## src/rtl/pr_pkg.sv

```systemverilog
// Shared types and constants for the pr_verilog_decoder transducer.
// Latency: n/a (declarations only).
// Backpressure: n/a.
package pr_pkg;

    // Tracked transducer state; codes 101..111 are illegal and trigger a resync
    typedef enum logic [2:0] {
        ZT = 3'b000,
        ZD = 3'b001,
        ZU = 3'b010,
        ZO = 3'b011,
        ZP = 3'b100
    } state_t;

    // Two-bit symbols as seen on {t1,t2}
    localparam logic [1:0] SYM_00 = 2'b00;
    localparam logic [1:0] SYM_01 = 2'b01;
    localparam logic [1:0] SYM_10 = 2'b10;
    localparam logic [1:0] SYM_11 = 2'b11;

    // Result of one table lookup: did the symbol match a row, which bit, where next
    typedef struct packed {
        logic   match;
        logic   x;
        state_t nxt;
    } lut_t;

    // True for the five defined state codes
    function automatic logic is_legal_state(input logic [2:0] s);
        return (s <= 3'b100);
    endfunction

endpackage

```

## src/rtl/pr_verilog_lut.sv

```systemverilog
// Combinational transducer table: (state, symbol) -> {match, x, next_state}.
// Latency: 0 cycles (pure combinational).
// Backpressure: none; evaluated every cycle, the caller decides when to use it.
module pr_verilog_lut
    import pr_pkg::*;
(
    input  state_t     i_state,
    input  logic [1:0] i_sym,
    output lut_t       o_lut
);

    logic [1:0] w_row0_sym;
    logic [1:0] w_row1_sym;
    state_t     w_row0_nxt;
    state_t     w_row1_nxt;
    logic       w_legal;

    // Select the x=0 and x=1 rows of the current state
    always_comb begin
        w_row0_sym = SYM_00;
        w_row1_sym = SYM_00;
        w_row0_nxt = ZT;
        w_row1_nxt = ZT;
        w_legal    = 1'b1;
        case (i_state)
            ZT: begin
                w_row0_sym = SYM_01; w_row0_nxt = ZD;
                w_row1_sym = SYM_00; w_row1_nxt = ZO;
            end
            ZD: begin
                w_row0_sym = SYM_10; w_row0_nxt = ZU;
                w_row1_sym = SYM_11; w_row1_nxt = ZT;
            end
            ZU: begin
                w_row0_sym = SYM_00; w_row0_nxt = ZO;
                w_row1_sym = SYM_01; w_row1_nxt = ZD;
            end
            ZO: begin
                w_row0_sym = SYM_11; w_row0_nxt = ZT;
                w_row1_sym = SYM_10; w_row1_nxt = ZP;
            end
            ZP: begin
                w_row0_sym = SYM_00; w_row0_nxt = ZT;
                w_row1_sym = SYM_10; w_row1_nxt = ZU;
            end
            default: begin
                // Undefined state code: nothing matches
                w_legal = 1'b0;
            end
        endcase
    end

    // Compare the incoming symbol against both rows; the rows never share a symbol
    always_comb begin
        o_lut = '{match: 1'b0, x: 1'b0, nxt: ZT};
        if (w_legal && (i_sym == w_row0_sym)) begin
            o_lut = '{match: 1'b1, x: 1'b0, nxt: w_row0_nxt};
        end else if (w_legal && (i_sym == w_row1_sym)) begin
            o_lut = '{match: 1'b1, x: 1'b1, nxt: w_row1_nxt};
        end
    end

endmodule

```

## src/rtl/pr_verilog_decoder.sv

```systemverilog
// Recovers the input bit stream of a 5-state transducer from its {t1,t2} symbols.
// Latency: 1 cycle from in_valid to x_out/x_valid; illegal symbols resync to ZT.
// Backpressure: none; a symbol is consumed on every cycle in_valid is high.
// Optional illegal-symbol counter enabled by defining PR_VERILOG_DECODER_ERRCNT_EN.
module pr_verilog_decoder
    import pr_pkg::*;
#(
    parameter int CNT_W = 8
) (
    input  logic             clk,
    input  logic             res,
    input  logic             in_valid,
    input  logic             t1,
    input  logic             t2,
    input  logic             clr_err,
    output logic             x_out,
    output logic             x_valid,
    output logic             err,
    output logic [2:0]       state_o,
    output logic [CNT_W-1:0] sym_cnt,
    output logic [7:0]       err_cnt
);

    localparam logic [CNT_W-1:0] CNT_ONE = {{(CNT_W-1){1'b0}}, 1'b1};

    state_t           r_state;
    logic             r_x_out;
    logic             r_x_valid;
    logic             r_err;
    logic [CNT_W-1:0] r_sym_cnt;

    state_t           w_state_nxt;
    logic             w_x_nxt;
    logic             w_x_valid_nxt;
    logic             w_err_nxt;
    logic [CNT_W-1:0] w_sym_cnt_nxt;
    logic             w_err_evt;
    logic             w_bad_state;
    lut_t             w_lut;

    assign w_bad_state = !is_legal_state(r_state);

    pr_verilog_lut u_lut (
        .i_state (r_state),
        .i_sym   ({t1, t2}),
        .o_lut   (w_lut)
    );

    // Next-state and output decode; a corrupted state code takes priority over any symbol
    always_comb begin
        w_state_nxt   = r_state;
        w_x_nxt       = r_x_out;
        w_x_valid_nxt = 1'b0;
        w_sym_cnt_nxt = r_sym_cnt;
        w_err_evt     = 1'b0;
        if (w_bad_state) begin
            w_state_nxt = ZT;
            w_err_evt   = 1'b1;
        end else if (in_valid) begin
            if (w_lut.match) begin
                w_state_nxt   = w_lut.nxt;
                w_x_nxt       = w_lut.x;
                w_x_valid_nxt = 1'b1;
                w_sym_cnt_nxt = r_sym_cnt + CNT_ONE;
            end else begin
                w_state_nxt = ZT;
                w_err_evt   = 1'b1;
            end
        end
        // Sticky error: a new error beats a simultaneous clear
        if (w_err_evt) begin
            w_err_nxt = 1'b1;
        end else if (clr_err) begin
            w_err_nxt = 1'b0;
        end else begin
            w_err_nxt = r_err;
        end
    end

    // State and output registers with synchronous active-low reset
    always_ff @(posedge clk) begin
        if (!res) begin
            r_state   <= ZT;
            r_x_out   <= 1'b0;
            r_x_valid <= 1'b0;
            r_err     <= 1'b0;
            r_sym_cnt <= '0;
        end else begin
            r_state   <= w_state_nxt;
            r_x_out   <= w_x_nxt;
            r_x_valid <= w_x_valid_nxt;
            r_err     <= w_err_nxt;
            r_sym_cnt <= w_sym_cnt_nxt;
        end
    end

`ifdef PR_VERILOG_DECODER_ERRCNT_EN
    logic [7:0] r_err_cnt;

    // Saturating illegal-symbol counter; counting beats a simultaneous clear
    always_ff @(posedge clk) begin
        if (!res) begin
            r_err_cnt <= 8'd0;
        end else if (w_err_evt) begin
            if (r_err_cnt != 8'hFF) begin
                r_err_cnt <= r_err_cnt + 8'd1;
            end
        end else if (clr_err) begin
            r_err_cnt <= 8'd0;
        end
    end

    assign err_cnt = r_err_cnt;
`else
    assign err_cnt = 8'd0;
`endif

    assign x_out   = r_x_out;
    assign x_valid = r_x_valid;
    assign err     = r_err;
    assign state_o = r_state;
    assign sym_cnt = r_sym_cnt;

endmodule

```

## config.mk

```make
export PLATFORM = sky130hd
export DESIGN_NAME = pr_verilog_decoder
export DESIGN_NICKNAME = d
export VERILOG_FILES = /design/src/rtl/pr_pkg.sv /design/src/rtl/pr_verilog_lut.sv /design/src/rtl/pr_verilog_decoder.sv
export SDC_FILE = /design/constraint.sdc
export NUM_CORES = 1
export LEC_CHECK = 0
export CORE_ASPECT_RATIO = 1.25
export CORE_UTILIZATION = 44
export DETAILED_ROUTE_END_ITERATION = 12
export PLACE_DENSITY = 0.76
export SYNTH_ARGS = -nofsm -noshare
export SYNTH_HDL_FRONTEND = slang
export SYNTH_SLANG_ARGS = --single-unit
```

## constraint.sdc

```tcl
create_clock -name clk -period 1.8 [get_ports clk]
set_input_delay 0.18 -clock clk [delete_from_list [all_inputs] [get_ports clk]]
set_output_delay 0.18 -clock clk [all_outputs]
set_load 0.01 [all_outputs]
```

==> flow_summary.ini, run 1 <==
[worst_setup_path]
crit_buf_inv = 1
crit_path_start = state_o[0]$_SDFFE_PN0P_
endpoint_kind = output port
crit_slowest_cell = clkdlybuf4s50_1
crit_path_max_fanout = 10
cp.arrival_ns = 1.47
critical_path_class = reg2out
crit_family = buffers and inverters
crit_path_cell_trace = clkdlybuf4s50_1
setup.worst_path.start_class = flip-flop
max_stage_delay_ns = 0.61
r2r-start = state_o[2]$_SDFFE_PN0P_
worstPathRequired_ns = 1.62

[clock_network]
cts_buffers = 3
cts-root-buf = clkbuf_4
cts_setup_buffers = 0
clkTransAtPathRegs_ns = 0.09
cts.path.max_buffers = 2
holdBufCountCts = 0
numClockSinks = 14
htreeDepth = 1
cts_tree = done
clock_latency_ns = 0.28
postCtsResizedCells = 0

[power]
p_leak_nw = 0.400
vdd_ir_drop_max_v = 0.000420
pwr_density_cell_nw_per_um2 = 662
power_uw = 700

[layout]
n_antenna_cell = 0
final_cell_area_um2 = 1060
syn2layout_area_growth_pct = 26.3
nets = 124
fill_cells = 170
drive_gt1_share_pct = 10.3

[floorplan]
core_area_um2 = 1770
io_pins = 28
start_util_pct = 47.4
die_h_um = 50.8
dieArea_um2 = 2080
fp-row-count = 17
die_w_um = 41.0

[synthesis]
synthTopCellsByArea = dfxtp_1 33%, buf_4 8.1%, a21boi_1 5.4%
ys_types = 37
synth_compound_area_share_pct = 19.1
synth_fa_ha_area_share_pct = 1.49
syn_avg_cell_area_um2 = 8.81
syn_area_um2 = 837
synth_top_area_share_pct = 33.5
ys.flop_type = dfxtp_1
synth_edf_count = 0
postSynthCellCount = 95
synth_top_family_by_area = simple AND/OR/NAND/NOR gates
postSynth.asyncResetShare_pct = 0
synth_seq_area_share_pct = 33.5
ys_ff_latch = 14
synth.mux.area_fraction_pct = 3.59
synth-xor-area-share_pct = 4.04
yosys_warnings = 0
synth_top_area_cell = dfxtp_1
synth-simple-area-share_pct = 24.2

[drt]
wire_per_inst_um = 12.1
drtIter0Drc = 7
vias_per_cell = 5.34
vias = 721
drc = 0
drtAntennaViolNets = 0
routed_wl_um = 1640
drt_first_pass_iters = 2

[timing]
setup_tns_ns = 0
slew_viol_final = 0
fin_crit_ns = 1.65
hold_violations = 0
setup_violations = 0
rsz0062_at_grt = no
finClkSkew_ns = 0.00263
min_period_over_period_pct = 91.7
fmax_mhz = 606

[placed_design]
routabilityCongestion = 0.723
portBuffers = 19
dp_hpwl_um = 1160
place_area_um2 = 1020

[grt]
grt_use_met1_pct = 24.7
grt.overflow.total = 0
antenna_found_initial = 0
grt.total_usage_pct = 18.0
grt_start_max_net_pins = 17
grt_use_met3_pct = 3.98
grt_pass1_vias = 598
busiest_layer = met2
met2_usage_pct = 25.8
grt_first_pass_wirelength_um = 2590

[job]
cap_violations = 0

[status]
status = finished, final reports clean

[hold_path]
hold_path_class = reg2reg
worstHoldStart = sym_cnt[7]$_SDFFE_PN0P_
-- area by class of cell --
type / count / area [µm²] / area share, %
Inverter: 4 / 15.0 / 1.42
Clock buffer: 4 / 36.3 / 3.43
Sequential cell: 14 / 280 / 26.5
Tap cell: 19 / 23.8 / 2.25
Timing Repair Buffer: 23 / 233 / 22.0
Multi-Input combinational cell: 71 / 469 / 44.4
-- through the flow --
stage          hold slack, ns  instances  utilization [%]  setup WS [ns]
2_1_floorplan           0.317        102                -          0.306
3_3_place_gp            0.467        131             57.8          0.145
3_5_place_dp            0.489        131             57.8         0.0734
4_1_cts                 0.503        135             59.9          0.138
5_1_grt                 0.523        135             59.9         0.0854
6_report                0.494        135             59.9          0.149
-- synth_stat cells, types with 2 or more instances --
cell type and count:
a21boi_1 6, a21oi_1 3, and2_1 2, buf_4 9, buf_6 2, dfxtp_1 14, inv_1 4, mux2i_1 3
nand2_1 3, nand2b_1 3, nand3_1 6, nor2_1 2, nor2b_1 3, nor3b_1 2, o21ai_1 7, or3_1 5
-- final timing paths --
| kind | to | slack [ns] | depth (start not counted) |
|---|---|---|---|
| max reg2reg | sym_cnt[4]$_SDFFE_PN0P_ | 0.15 | 5 |
| min reg2reg | sym_cnt[7]$_SDFFE_PN0P_ | 0.49 | 2 |
| min | sym_cnt[7]$_SDFFE_PN0P_ | 0.49 | 2 |
| max | state_o[0] | 0.15 | 1 |
-- cell usage in the layout (no fill, tap or decap), types with 4 or more instances in the layout --
master	synthesis	layout
conb_1	1	8
a21boi_1	6	6
nand3_1	6	6
inv_1	4	4
or3_1	5	5
clkdlybuf4s50_1	0	19
o21ai_1	7	7
dfxtp_1	14	14
-- power breakdown --
group,switching [mW],internal (mW)
Sequential,0.0141,0.321
Clock,0.110,0.123
Combinational,0.0602,0.0712
-- routing by layer --
metal | wire [µm] | up-vias
met5 | 0 | -
met4 | 0 | 0
met3 | 58 | 0
met2 | 771 | 18
met1 | 805 | 338
li1 | - | 365
-- flip-flops by register name, indices dropped and copies added (netlist names) --
signal / count
state_o: 3
x_out: 1
sym_cnt: 8
err: 1
x_valid: 1
-- cells by family (layout without fill, tap and decap cells) --
group           after synthesis  after routing
other cells                   1              8
fa+ha+maj                     1              1
mux                           3              3
xor+xnor                      3              3
buf+inv                      17             31
simple gates                 34             34
flops                        14             14
compound gates               22             22
No activity file was read; power rests on OpenSTA's default activity.
==> inputs of run 2 (changes only) <==
--- a/config.mk
+++ b/config.mk
@@ -6,9 +6,9 @@
 export NUM_CORES = 1
 export LEC_CHECK = 0
 export CORE_ASPECT_RATIO = 1.25
-export CORE_UTILIZATION = 44
+export CORE_UTILIZATION = 47
 export DETAILED_ROUTE_END_ITERATION = 12
-export PLACE_DENSITY = 0.76
+export PLACE_DENSITY = 0.81
 export SYNTH_ARGS = -nofsm -noshare
 export SYNTH_HDL_FRONTEND = slang
 export SYNTH_SLANG_ARGS = --single-unit
==> constraint.sdc (replaced) <==
create_clock -name clk -period 2.02 [get_ports clk]
set_input_delay 0.202 -clock clk [delete_from_list [all_inputs] [get_ports clk]]
set_output_delay 0.202 -clock clk [all_outputs]
set_load 0.01 [all_outputs]
==> run 2 against run 1 <==
Via count stayed put. Die area is 6.1% lower. Non-clock buffer count is 2 lower. Combinational power is 16% lower. Total power is 11% lower.
==> flow_summary.ini, run 2 (synthesized netlist as in run 1, its figures left out) <==
[layout]
utilization_pct = 63.4
final_cell_mix = 19 x clkdlybuf4s50_1, 14 x dfxtp_1, 8 x conb_1, 7 x o21ai_1
syn2layout_area_growth_pct = 22.9
nets = 122
layout_commonest_cell = clkdlybuf4s50_1
largest_reg_flops = 8
drive_gt1_share_pct = 8.77
stdcell_count = 132
n_antenna_cell = 0
fill_cells = 132

[timing]
rsz0062_at_grt = no
fin_crit_ns = 1.68
min_period_over_period_pct = 83.3
hold_violations = 0
setup_violations = 0
slew_viol_final = 0
fmax_mhz = 594
finClkSkew_ns = 0.00705
setup_tns_ns = 0

[worst_setup_path]
critical_path_class = reg2out
crit_slowest_cell = clkdlybuf4s50_1
max_stage_delay_ns = 0.62
reg2regPathDepth = 5
rrSetupSlack_ns = 0.36
path_depth = 1
crit_family = buffers and inverters
worstPathRequired_ns = 1.82
crit_path_cell_trace = clkdlybuf4s50_1
cp.arrival_ns = 1.48
endpoint_kind = output port
setup.worst_path.start_class = flip-flop
crit_buf_inv = 1
crit_path_max_fanout = 10

[floorplan]
fp-row-count = 16
io_pins = 28
dieArea_um2 = 1950
die_h_um = 49.2
start_util_pct = 51.6
die_w_um = 39.7
core_area_um2 = 1620

[hold_path]
hold_path_class = reg2reg
min_path_cells = 2

[grt]
grt.overflow.total = 0
grt_pass1_vias = 603
grt_first_pass_wirelength_um = 2640
antenna_found_initial = 0
grt_start_max_net_pins = 15
grt.total_usage_pct = 18.6

[power]
p_sw_uw = 168
internal_power_uw = 453
power_uw = 621
p_leak_nw = 0.385
p_seq_share_pct = 48.2
vdd_ir_drop_max_v = 0.000463
comb_power_share_pct = 17.7
pwr_density_cell_nw_per_um2 = 604
netSwitchingFraction_pct = 27.1
clkPwrFrac_pct = 34.1

[clock_network]
clkTransAtPathRegs_ns = 0.10
cts_tree = done
cts.path.max_buffers = 2
postCtsResizedCells = 0
numClockSinks = 14
cts_setup_buffers = 0
clock_latency_ns = 0.29
cts-root-buf = clkbuf_4
holdBufCountCts = 0
htreeDepth = 1
cts_buffers = 3

[drt]
drt_first_pass_iters = 4
routed_wl_um = 1600
drtAntennaViolNets = 0
vias = 721
wire_per_inst_um = 12.1
drtIter0Drc = 15
drc = 0
vias_per_cell = 5.46

[placed_design]
routabilityCongestion = 0.826
placedCellCount = 128
portBuffers = 19
dp_hpwl_um = 1120

[status]
status = finished, final reports clean

[job]
cap_violations = 0
-- run 2: cell types whose count changed in the layout (fill, tap and decap cells not counted), sizes merged --
| cell | change |
|---|---|
| buf | -2 |
-- run 2: routing by layer --
layer  vias up  share of wire [%]  GRT usage (%)
met2        28                 48           26.0
met3         3                4.8           4.11
met5         -                  0              0
met1       333                 46           28.9
met4         0               0.75           3.45
li1        357                  -              -
-- run 2: power by group through the flow --
stage	sequential [mW]	combinational [mW]	clock [mW]
after global routing	0.301	0.122	0.225
after global placement	0.305	0.107	0
after floorplan	0.305	0.0800	0
final	0.299	0.110	0.212
after detailed placement	0.305	0.109	0
after CTS	0.299	0.110	0.208
-- run 2: cell type report --
| type | instances | area [µm²] | area share [%] |
|---|---|---|---|
| inverter | 4 | 15.0 | 1.46 |
| multi-input combinational | 71 | 469 | 45.6 |
| timing repair buffer | 21 | 205 | 20.0 |
| clock buffer | 4 | 36.3 | 3.53 |
| tap | 18 | 22.5 | 2.19 |
| sequential | 14 | 280 | 27.3 |
-- run 2: per-stage QoR --
step | area, µm² | setup slack (ns) | hold WS [ns]
CTS | 1030 | 0.357 | 0.503
global route | 1030 | 0.244 | 0.533
detailed placement | 992 | 0.143 | 0.490
floorplan | 863 | 0.526 | 0.339
finish | 1030 | 0.337 | 0.494
global placement | 992 | 0.196 | 0.467
-- run 2: path summary, 6_finish.rpt --
kind                                                 to               startpoint
worst min register to register  sym_cnt[7]$_SDFFE_PN0P_  sym_cnt[7]$_SDFFE_PN0P_
worst max-delay path                         state_o[0]  state_o[0]$_SDFFE_PN0P_
worst min-delay path            sym_cnt[7]$_SDFFE_PN0P_  sym_cnt[7]$_SDFFE_PN0P_
worst max register to register  sym_cnt[3]$_SDFFE_PN0P_  state_o[2]$_SDFFE_PN0P_
==> inputs of run 3 (changes only) <==
--- a/config.mk
+++ b/config.mk
@@ -6,9 +6,9 @@
 export NUM_CORES = 1
 export LEC_CHECK = 0
 export CORE_ASPECT_RATIO = 1.25
-export CORE_UTILIZATION = 47
+export CORE_UTILIZATION = 44
 export DETAILED_ROUTE_END_ITERATION = 12
-export PLACE_DENSITY = 0.81
+export PLACE_DENSITY = 0.76
 export SYNTH_ARGS = -nofsm -noshare
 export SYNTH_HDL_FRONTEND = slang
 export SYNTH_SLANG_ARGS = --single-unit
==> constraint.sdc (replaced) <==
create_clock -name clk -period 1.7 [get_ports clk]
set_input_delay 0.17 -clock clk [delete_from_list [all_inputs] [get_ports clk]]
set_output_delay 0.17 -clock clk [all_outputs]
set_load 0.01 [all_outputs]
==> run 3 against run 2 <==
Design area grew 3.5%. Non-clock buffer count up 3. Global-route usage down 1.8 points. Flip-flop and latch count is the same. Cell count increased by 3.0%. Via count shrank 4.0%. Sequential power is 19% higher.
==> flow_summary.ini, run 3 (synthesized netlist as in run 1, its figures left out) <==
[timing]
hold_violations = 0
finClkSkew_ns = 0.00485
layout_setup_ws_ns = 0.0687
min_period_over_period_pct = 96.0
slew_viol_final = 0
setup_violations = 0
fin_crit_ns = 1.63
rsz0062_at_grt = no
setup_tns_ns = 0
fmax_mhz = 613

[floorplan]
dieArea_um2 = 2080
core_area_um2 = 1770
die_h_um = 50.8
start_util_pct = 47.4
fp-row-count = 17
io_pins = 28
die_w_um = 41.0

[drt]
wire_per_inst_um = 11.4
drt_first_pass_iters = 5
drc = 0
routed_wl_um = 1550
vias_per_cell = 5.09
drtIter0Drc = 10
vias = 692
drtAntennaViolNets = 0

[grt]
grt.total_usage_pct = 16.8
antenna_found_initial = 0
grt_pass1_vias = 600
grt_use_met1_pct = 23.0
grt_start_max_net_pins = 17
grt_use_met3_pct = 2.65
busiest_layer = met2
grt.overflow.total = 0
grt_first_pass_wirelength_um = 2460
met2_usage_pct = 25.3

[worst_setup_path]
crit_buf_inv = 1
crit_slowest_cell = clkdlybuf4s50_1
crit_path_max_fanout = 10
setup.worst_path.start_class = flip-flop
crit_family = buffers and inverters
endpoint_kind = output port
max_stage_delay_ns = 0.61
worstPathRequired_ns = 1.53
critical_path_class = reg2out
cp.arrival_ns = 1.46
crit_path_cell_trace = clkdlybuf4s50_1

[layout]
fill_cells = 170
n_antenna_cell = 0
drive_gt1_share_pct = 11.1
layout_commonest_cell = clkdlybuf4s50_1
register_area_um2 = 280
multiInputGateArea_um2 = 469
final_cell_mix = 19 x clkdlybuf4s50_1, 14 x dfxtp_1, 8 x conb_1, 7 x o21ai_1
syn2layout_area_growth_pct = 27.2
utilization_pct = 60.3
stdcell_count = 136
nets = 125
largest_reg_flops = 8

[clock_network]
clock_latency_ns = 0.28
cts.path.max_buffers = 2
cts_setup_buffers = 0
cts_tree = done
postCtsResizedCells = 0
numClockSinks = 14
cts_buffers = 3
cts-root-buf = clkbuf_4
clkTransAtPathRegs_ns = 0.09
htreeDepth = 1
holdBufCountCts = 0

[placed_design]
dp_slack_ns = -0.00590
routabilityCongestion = 0.775
placedCellCount = 132
portBuffers = 19
dp_hpwl_um = 1180

[status]
status = finished, final reports clean

[hold_path]
hold_path_class = reg2reg

[power]
pwr_density_cell_nw_per_um2 = 686
vdd_ir_drop_max_v = 0.000589
p_leak_nw = 0.405
power_uw = 731

[job]
cap_violations = 0
==> run 3: worst register-to-register path: stages (launching register included) <==
cell and delay, ns:
dfxtp_1 0.57, xnor2_2 0.20, a32oi_4 0.09, buf_12 0.17, or3_1 0.34, a21boi_1 0.15
==> run 3: final cells by class <==
class / instances / area share (%)
timing repair buffer: 24 / 22.6
tap: 19 / 2.23
clock buffer: 4 / 3.41
inverter: 4 / 1.41
multi-input combinational: 71 / 44.1
sequential: 14 / 26.3
==> run 3: path summary, 6_finish.rpt <==
check | from | to | slack [ns] | depth (start not counted)
min reg2reg | sym_cnt[7]$_SDFFE_PN0P_ | sym_cnt[7]$_SDFFE_PN0P_ | 0.49 | 2
max | state_o[0]$_SDFFE_PN0P_ | state_o[0] | 0.07 | 1
max reg2reg | state_o[0]$_SDFFE_PN0P_ | sym_cnt[3]$_SDFFE_PN0P_ | 0.11 | 5
min | sym_cnt[7]$_SDFFE_PN0P_ | sym_cnt[7]$_SDFFE_PN0P_ | 0.49 | 2
==> run 3: routing by layer <==
layer,vias up,part of all wire [%],wire length [µm]
met3,0,4.1,63
met2,21,48,752
met5,-,0,0
li1,360,-,-
met1,311,47,737
met4,0,0,0
==> run 3: stage by stage <==
stage	hold slack (ns)	area, µm²
after floorplan	0.307	863
after global placement	0.469	1030
after detailed placement	0.489	1030
after CTS	0.502	1060
after global routing	0.521	1060
final	0.492	1060
==> run 3: power breakdown <==
part | total [mW] | internal (mW) | switching (mW) | leakage, nW
clock network | 0.237 | 0.130 | 0.107 | 0.0210
registers | 0.355 | 0.340 | 0.0154 | 0.114
logic | 0.139 | 0.0753 | 0.0634 | 0.270
total | 0.731 | 0.545 | 0.186 | 0.405
